$ cat src/rtl/fifoctl_pkg.sv
// fifo_pkg: shared sizing helpers for the fifoctl stream FIFO controller
// No ports; holds the skid depth, level and pointer widths, and the legal DELAY range.
package fifo_pkg;
  function automatic int skd_depth(input int delay);
    return delay + 1;
  endfunction
  function automatic int lvl_w(input int addw);
    return addw + 2;
  endfunction
  function automatic int ptr_w(input int addw);
    return addw + 1;
  endfunction
  function automatic logic delay_ok(input int delay);
    return delay >= 1 && delay <= 3;
  endfunction
endpackage

$ cat src/rtl/fifoctl_if.sv
// fifoctl_if: producer/consumer stream and fifomem port bundle for fifoctl
// slave  (controller): takes wr_vld/wr_dat/rd_rdy/mem_rdat; drives wr_rdy, rd_vld/rd_dat, level, mem_wren/wadd/wdat/radd.
// master (environment): the mirror image.
interface fifoctl_if import fifo_pkg::*; #(parameter int ADDW = 4, parameter int DATW = 8);
  logic wr_vld, wr_rdy, rd_vld, rd_rdy, mem_wren;
  logic [DATW-1:0] wr_dat, rd_dat, mem_wdat, mem_rdat;
  logic [lvl_w(ADDW)-1:0] level;
  logic [ADDW-1:0] mem_wadd, mem_radd;
  modport slave(input wr_vld, wr_dat, rd_rdy, mem_rdat,
                output wr_rdy, rd_vld, rd_dat, level, mem_wren, mem_wadd, mem_wdat, mem_radd);
  modport master(output wr_vld, wr_dat, rd_rdy, mem_rdat,
                 input wr_rdy, rd_vld, rd_dat, level, mem_wren, mem_wadd, mem_wdat, mem_radd);
endinterface

$ cat src/rtl/fifoctl_skid.sv
// fifoskid: small register FIFO that catches RAM read data ahead of the consumer
// clk, rst_n (sync, active-low, zeroes storage), clr (sync flush), push/din in,
// pop in, dout = head word (registered), vld = non-empty, cnt = occupancy.
module fifoskid #(
  parameter int DATW = 8,
  parameter int DEPTH = 2,
  parameter int CW = $clog2(DEPTH + 1)
) (
  input  logic            clk,
  input  logic            rst_n,
  input  logic            clr,
  input  logic            push,
  input  logic [DATW-1:0] din,
  input  logic            pop,
  output logic [DATW-1:0] dout,
  output logic            vld,
  output logic [CW-1:0]   cnt
);
  logic [DATW-1:0] mem [DEPTH];
  logic [DATW-1:0] nxt [DEPTH];
  logic [CW-1:0] wi;
  assign dout = mem[0];
  assign vld = cnt != '0;
  assign wi = cnt - CW'(pop);
  // head always lives in mem[0]; a pop shifts everything down one slot
  always_comb begin
    for (int i = 0; i < DEPTH; i++) nxt[i] = pop ? mem[(i + 1) % DEPTH] : mem[i];
    if (push) nxt[wi] = din;
  end
  always_ff @(posedge clk)
    if (!rst_n) begin
      cnt <= '0;
      mem <= '{default: '0};
    end else if (clr) cnt <= '0;
    else begin
      cnt <= cnt + CW'(push) - CW'(pop);
      mem <= nxt;
    end
endmodule

$ cat src/rtl/fifoctl.sv
// fifoctl: valid/ready stream FIFO controller wrapped around a DELAY-latency fifomem RAM
// clk, rst_n (sync, active-low), clr (sync flush); bus.slave carries the producer
// stream (wr_*), consumer stream (rd_*), occupancy (level) and the fifomem ports (mem_*).
module fifoctl import fifo_pkg::*; #(
  parameter int ADDW = 4,
  parameter int DATW = 8,
  parameter int DELAY = 1
) (
  input logic      clk,
  input logic      rst_n,
  input logic      clr,
  fifoctl_if.slave bus
);
  localparam int DEPTH = 1 << ADDW;
  localparam int SKD = skd_depth(DELAY);
  localparam int PW = ptr_w(ADDW);
  localparam int LW = lvl_w(ADDW);
  if (!delay_ok(DELAY)) begin : g_bad_delay
    $error("fifoctl: DELAY must be in 1..3");
  end
  logic [PW-1:0] wptr, rptr, mcnt;
  logic [DELAY-1:0] sr;
  logic [LW-1:0] infl, scnt, cred;
  logic [$clog2(SKD+1)-1:0] sk_cnt;
  logic flush, full, empty, pop, iss;
  assign flush = clr | ~rst_n;
  assign mcnt = wptr - rptr;
  assign full = mcnt == PW'(DEPTH);
  assign empty = mcnt == '0;
  assign pop = bus.rd_vld & bus.rd_rdy;
  assign bus.wr_rdy = ~full & ~flush;
  assign bus.mem_wren = bus.wr_vld & bus.wr_rdy;
  assign bus.mem_wadd = wptr[ADDW-1:0];
  assign bus.mem_wdat = bus.wr_dat;
  assign bus.mem_radd = rptr[ADDW-1:0];
  assign scnt = LW'(sk_cnt);
  // every issued read owns a skid slot until it is popped, so the skid never overflows
  assign cred = infl + scnt - LW'(pop);
  assign iss = ~empty & ~flush & (cred < LW'(SKD));
  assign bus.level = LW'(mcnt) + infl + scnt;
  always_comb begin
    infl = '0;
    for (int i = 0; i < DELAY; i++) infl = infl + LW'(sr[i]);
  end
  always_ff @(posedge clk)
    if (flush) begin
      wptr <= '0;
      rptr <= '0;
      sr <= '0;
    end else begin
      wptr <= wptr + PW'(bus.mem_wren);
      rptr <= rptr + PW'(iss);
      sr <= DELAY'({sr, iss});
    end
  fifoskid #(.DATW(DATW), .DEPTH(SKD)) u_skid (
    .clk(clk), .rst_n(rst_n), .clr(clr),
    .push(sr[DELAY-1]), .din(bus.mem_rdat), .pop(pop),
    .dout(bus.rd_dat), .vld(bus.rd_vld), .cnt(sk_cnt)
  );
endmodule

$ cat src/flat_wrapper.sv
// flat-port wrapper written by rule: the top's interface ports become plain ports
module fifoctl_flat import fifo_pkg::*;
#(
  parameter int ADDW = 4,
  parameter int DATW = 8,
  parameter int DELAY = 1
)
  (clk, rst_n, clr, bus_wr_vld, bus_wr_dat, bus_rd_rdy, bus_mem_rdat, bus_wr_rdy, bus_rd_vld, bus_rd_dat, bus_level, bus_mem_wren, bus_mem_wadd, bus_mem_wdat, bus_mem_radd);
  fifoctl_if #(.ADDW(ADDW), .DATW(DATW)) bus_i ();
  input logic clk;
  input logic rst_n;
  input logic clr;
  input wire logic [$bits(bus_i.wr_vld)-1:0] bus_wr_vld;
  input wire logic [$bits(bus_i.wr_dat)-1:0] bus_wr_dat;
  input wire logic [$bits(bus_i.rd_rdy)-1:0] bus_rd_rdy;
  input wire logic [$bits(bus_i.mem_rdat)-1:0] bus_mem_rdat;
  output wire logic [$bits(bus_i.wr_rdy)-1:0] bus_wr_rdy;
  output wire logic [$bits(bus_i.rd_vld)-1:0] bus_rd_vld;
  output wire logic [$bits(bus_i.rd_dat)-1:0] bus_rd_dat;
  output wire logic [$bits(bus_i.level)-1:0] bus_level;
  output wire logic [$bits(bus_i.mem_wren)-1:0] bus_mem_wren;
  output wire logic [$bits(bus_i.mem_wadd)-1:0] bus_mem_wadd;
  output wire logic [$bits(bus_i.mem_wdat)-1:0] bus_mem_wdat;
  output wire logic [$bits(bus_i.mem_radd)-1:0] bus_mem_radd;
  assign bus_i.wr_vld = bus_wr_vld;
  assign bus_i.wr_dat = bus_wr_dat;
  assign bus_i.rd_rdy = bus_rd_rdy;
  assign bus_i.mem_rdat = bus_mem_rdat;
  assign bus_wr_rdy = bus_i.wr_rdy;
  assign bus_rd_vld = bus_i.rd_vld;
  assign bus_rd_dat = bus_i.rd_dat;
  assign bus_level = bus_i.level;
  assign bus_mem_wren = bus_i.mem_wren;
  assign bus_mem_wadd = bus_i.mem_wadd;
  assign bus_mem_wdat = bus_i.mem_wdat;
  assign bus_mem_radd = bus_i.mem_radd;
  fifoctl #(.ADDW(ADDW), .DATW(DATW), .DELAY(DELAY)) u_core (.clk(clk), .rst_n(rst_n), .clr(clr), .bus(bus_i));
endmodule
$ cat config.mk
export PLATFORM = sky130hd
export DESIGN_NAME = fifoctl_flat
export DESIGN_NICKNAME = d
export VERILOG_FILES = /design/src/rtl/fifoctl_pkg.sv /design/src/rtl/fifoctl_if.sv /design/src/rtl/fifoctl_skid.sv /design/src/rtl/fifoctl.sv /design/src/flat_wrapper.sv
export SDC_FILE = /design/constraint.sdc
export NUM_CORES = 1
export LEC_CHECK = 0
export BUFFER_PORTS_ARGS = -buffer_cell sky130_fd_sc_hd__buf_2
export CORE_MARGIN = 4
export CORE_UTILIZATION = 37
export CTS_CLUSTER_DIAMETER = 80
export DETAILED_ROUTE_END_ITERATION = 8
export PLACE_DENSITY = 0.59
export SYNTH_ARGS = -nofsm -noshare
export SYNTH_HDL_FRONTEND = slang
export SYNTH_SLANG_ARGS = --single-unit
$ cat constraint.sdc
create_clock -name clk -period 3.7 [get_ports clk]
set_clock_uncertainty 0.1 [all_clocks]
set_input_delay 0.37 -clock clk [delete_from_list [all_inputs] [get_ports clk]]
set_output_delay 0.37 -clock clk [all_outputs]
set_load 0.1 [all_outputs]
==> results by group <==
Status
  – Status: finished, final reports clean

Setup path
  – Worst setup EP type: primary output
  – CP Max Fanout: 3
  – Worst Path Required: around 3.2 ns
  – FF-to-FF path depth: 12
  – Critical path type: reg2out
  – WP data arrival: about 2.8 ns
  – Startpoint types: flop

Yosys
  – Post-synth EDFFs: 0
  – Count of different cell masters after synthesis: 32
  – Synth warn: 0
  – Ys flop type: dfxtp_1
  – Mapped Area: around 2100 um^2
  – Syn Inst Count: between 200 and 250
  – Sequential cell area fraction in the yosys report: 0.278
  – Fraction of registers with async set/reset: 0
  – Mean post-synth cell area: 8.70 um^2
  – Flop and latch count out of synthesis: 29
  – Post-Syn Nets: between 200 and 300

Layout
  – Storage cell area: approximately 580 um^2
  – Fraction of layout cells with a size suffix above 1: 0.213
  – Commonest cells after routing, fill and taps aside: nand3_1 (53), buf_2 (37), dfxtp_1 (29)
  – Post-route cell area: around 2200 um^2
  – Synth-to-layout area growth: 6.35%
  – Multi-input gate area: about 1200 um^2
  – ANT cells: 0
  – Fin cells: around 330
  – Fill cells: roughly 600
  – Fin util: 0.406
  – Fin nets: between 200 and 300
  – Commonest non-fill, non-tap cell in the layout: nand3_1

Timing
  – Fin Setup TNS: 0 ns
  – RSZ-0062 raised after global routing: no
  – Final setup fails: 0
  – Final Hold Fails: 0
  – Max frequency: around 300 MHz
  – Worst Tran Pin Value: roughly 0.84 ns
  – Fin crit period: roughly 3.2 ns
  – Slew HR: 0.436
  – Fin. max-slew vios: 0
  – Period utilization: 0.876

Pwr
  – Overall power: 637 uW
  – Int Power: 459 uW
  – Seq pwr share: 0.494
  – Pleak: ~1.1 nW
  – Peak VDD IR: roughly 140 uV
  – Sw Pwr: 178 uW
  – Pwr per Cell Area: approximately 290 nW/um^2
  – Clock power frac: 0.401
  – Logic pwr share: 0.105
  – Switching share of power: 0.279

Route
  – DRC: 0
  – DRT Wirelength: between 4000 and 5000 um
  – Pre-antenna DRT Iters: 4
  – WL/cell: around 13 um
  – Drt via density: just under 5
  – Number of routed nets with antenna violations: 0
  – Iteration-0 DRC Markers: 52
  – Via count: ~1600

Clock tree
  – CTS Sinks: 29
  – CTS tree: yes
  – Postcts setup bufs: 0
  – Clock Tree Root: clkbuf_8
  – Clock-pin transition on the worst setup and hold timing paths: 0.06 ns
  – CTS Buffer Depth: 2
  – CTS Buf Count: 5
  – Hold Buf Count CTS: 0
  – H-tree levels: 2
  – Worst skew pair latency: 0.28 ns
  – Post-cts sizing count: 0

Floorplanning
  – Die area: approximately 6900 um^2
  – Core ar.: between 5000 and 6000 um^2
  – Num ports: 54
  – Row count: 27
  – DIE HEIGHT: between 80 and 90 um
  – Die width: ~83 um
  – Initial Util: 0.381

Global route
  – Largest net degree at the start of global routing: 24
  – First-pass GRT wire length: ~7000 um
  – Via count of the first global-routing pass: ~1500
  – Gr ovfl total: 0
  – Initial antenna violation count: 0
  – Tot GR Track Use: 0.121

Placement
  – PortBufs: 37
  – Gp weighted congestion: between 0.8 and 0.9
  – Placed insts: approximately 320
  – Detailed Place HPWL: between 2000 and 3000 um
  – DP Area: ~2100 um^2

Job
  – Max-cap violations: 0

Worst hold path
  – Worst hold path class: in2reg
  – WHS Path Cells: 3
-- layer usage --
metal	up-vias	global-route usage	share of wire
met5	-	0	0
met3	4	0.0357	0.052
li1	824	-	-
met1	707	0.159	0.48
met2	30	0.188	0.45
met4	0	0.0416	0.013
-- area by class of cell --
class / instances / share of cell area
tap: 72 / 0.0406
clock inverter: 2 / 0.00451
multi-input combinational: 161 / 0.540
timing repair buffer: 41 / 0.0970
sequential: 29 / 0.262
clock buffer: 6 / 0.0327
inverter: 14 / 0.0237
-- power by group through the flow --
stage	clock [mW]	combinational, mW	sequential (mW)
after floorplan	0	0.0926	0.322
after global placement	0	0.0674	0.322
after detailed placement	0	0.0671	0.322
after CTS	0.263	0.0672	0.315
after global routing	0.276	0.0712	0.315
final	0.255	0.0668	0.315
-- through the flow --
stage / worst slack (ns) / hold WS [ns]
2_1_floorplan: 0.0856 / 0.387
3_3_place_gp: 0.804 / 0.406
3_5_place_dp: 0.739 / 0.406
6_report: 0.458 / 0.235
4_1_cts: 0.434 / 0.233
5_1_grt: 0.294 / 0.246
-- synth_stat cells (2+ instances only) --
cell type	number	area [um^2]
a21oi_1	3	15.0
a41oi_1	2	17.5
and2_1	5	31.3
buf_2	2	10.0
buf_4	24	180
buf_6	3	33.8
clkbuf_1	6	22.5
dfxtp_1	29	581
fa_1	3	60.1
ha_1	17	213
inv_1	13	48.8
mux2i_1	17	170
nand2_1	5	18.8
nand3_1	53	265
nor2_1	11	41.3
o31a_1	2	17.5
or3_1	16	100
xnor2_1	11	96.3
xor2_1	5	43.8
-- logic make-up after synthesis --
logic type,Yosys count,share of synthesized area
mux,17,0.0815
buf+inv,50,0.153
simple gates,97,0.246
xor+xnor,17,0.0749
fa+ha+maj,20,0.131
compound gates,10,0.0360
flops,29,0.278
-- path summary, 6_finish.rpt --
| kind | from | to | slack (ns) |
|---|---|---|---|
| setup / recovery | u_core.wptr[0]$_SDFF_PP0_ | bus_level[4] | 0.46 |
| hold / removal | bus_mem_rdat[2] | u_core.u_skid.dout[2]$_SDFFE_PN0N_ | 0.24 |
| setup reg to reg | u_core.rptr[0]$_SDFF_PP0_ | u_core.wptr[4]$_SDFF_PP0_ | 0.76 |
| hold reg to reg | u_core.u_skid.mem[4]$_SDFFE_PN0N_ | u_core.u_skid.mem[4]$_SDFFE_PN0N_ | 0.42 |
-- worst max-delay path, stage by stage (launching register included) --
cell     delay, ns
dfxtp_1       0.35
inv_1         0.05
ha_1          0.18
inv_1         0.07
fa_1          0.46
fa_1          0.47
nor3b_1       0.16
mux2i_1       0.17
xnor2_1       0.13
buf_2         0.44
-- registers in the layout, indices dropped and copies added, names as in the netlist --
name,flops
u_core.rptr,5
u_core.u_skid.mem,8
u_core.sr,1
u_core.u_skid.dout,8
u_core.u_skid.cnt,2
u_core.wptr,5
Power figures use the tool's default switching activity.
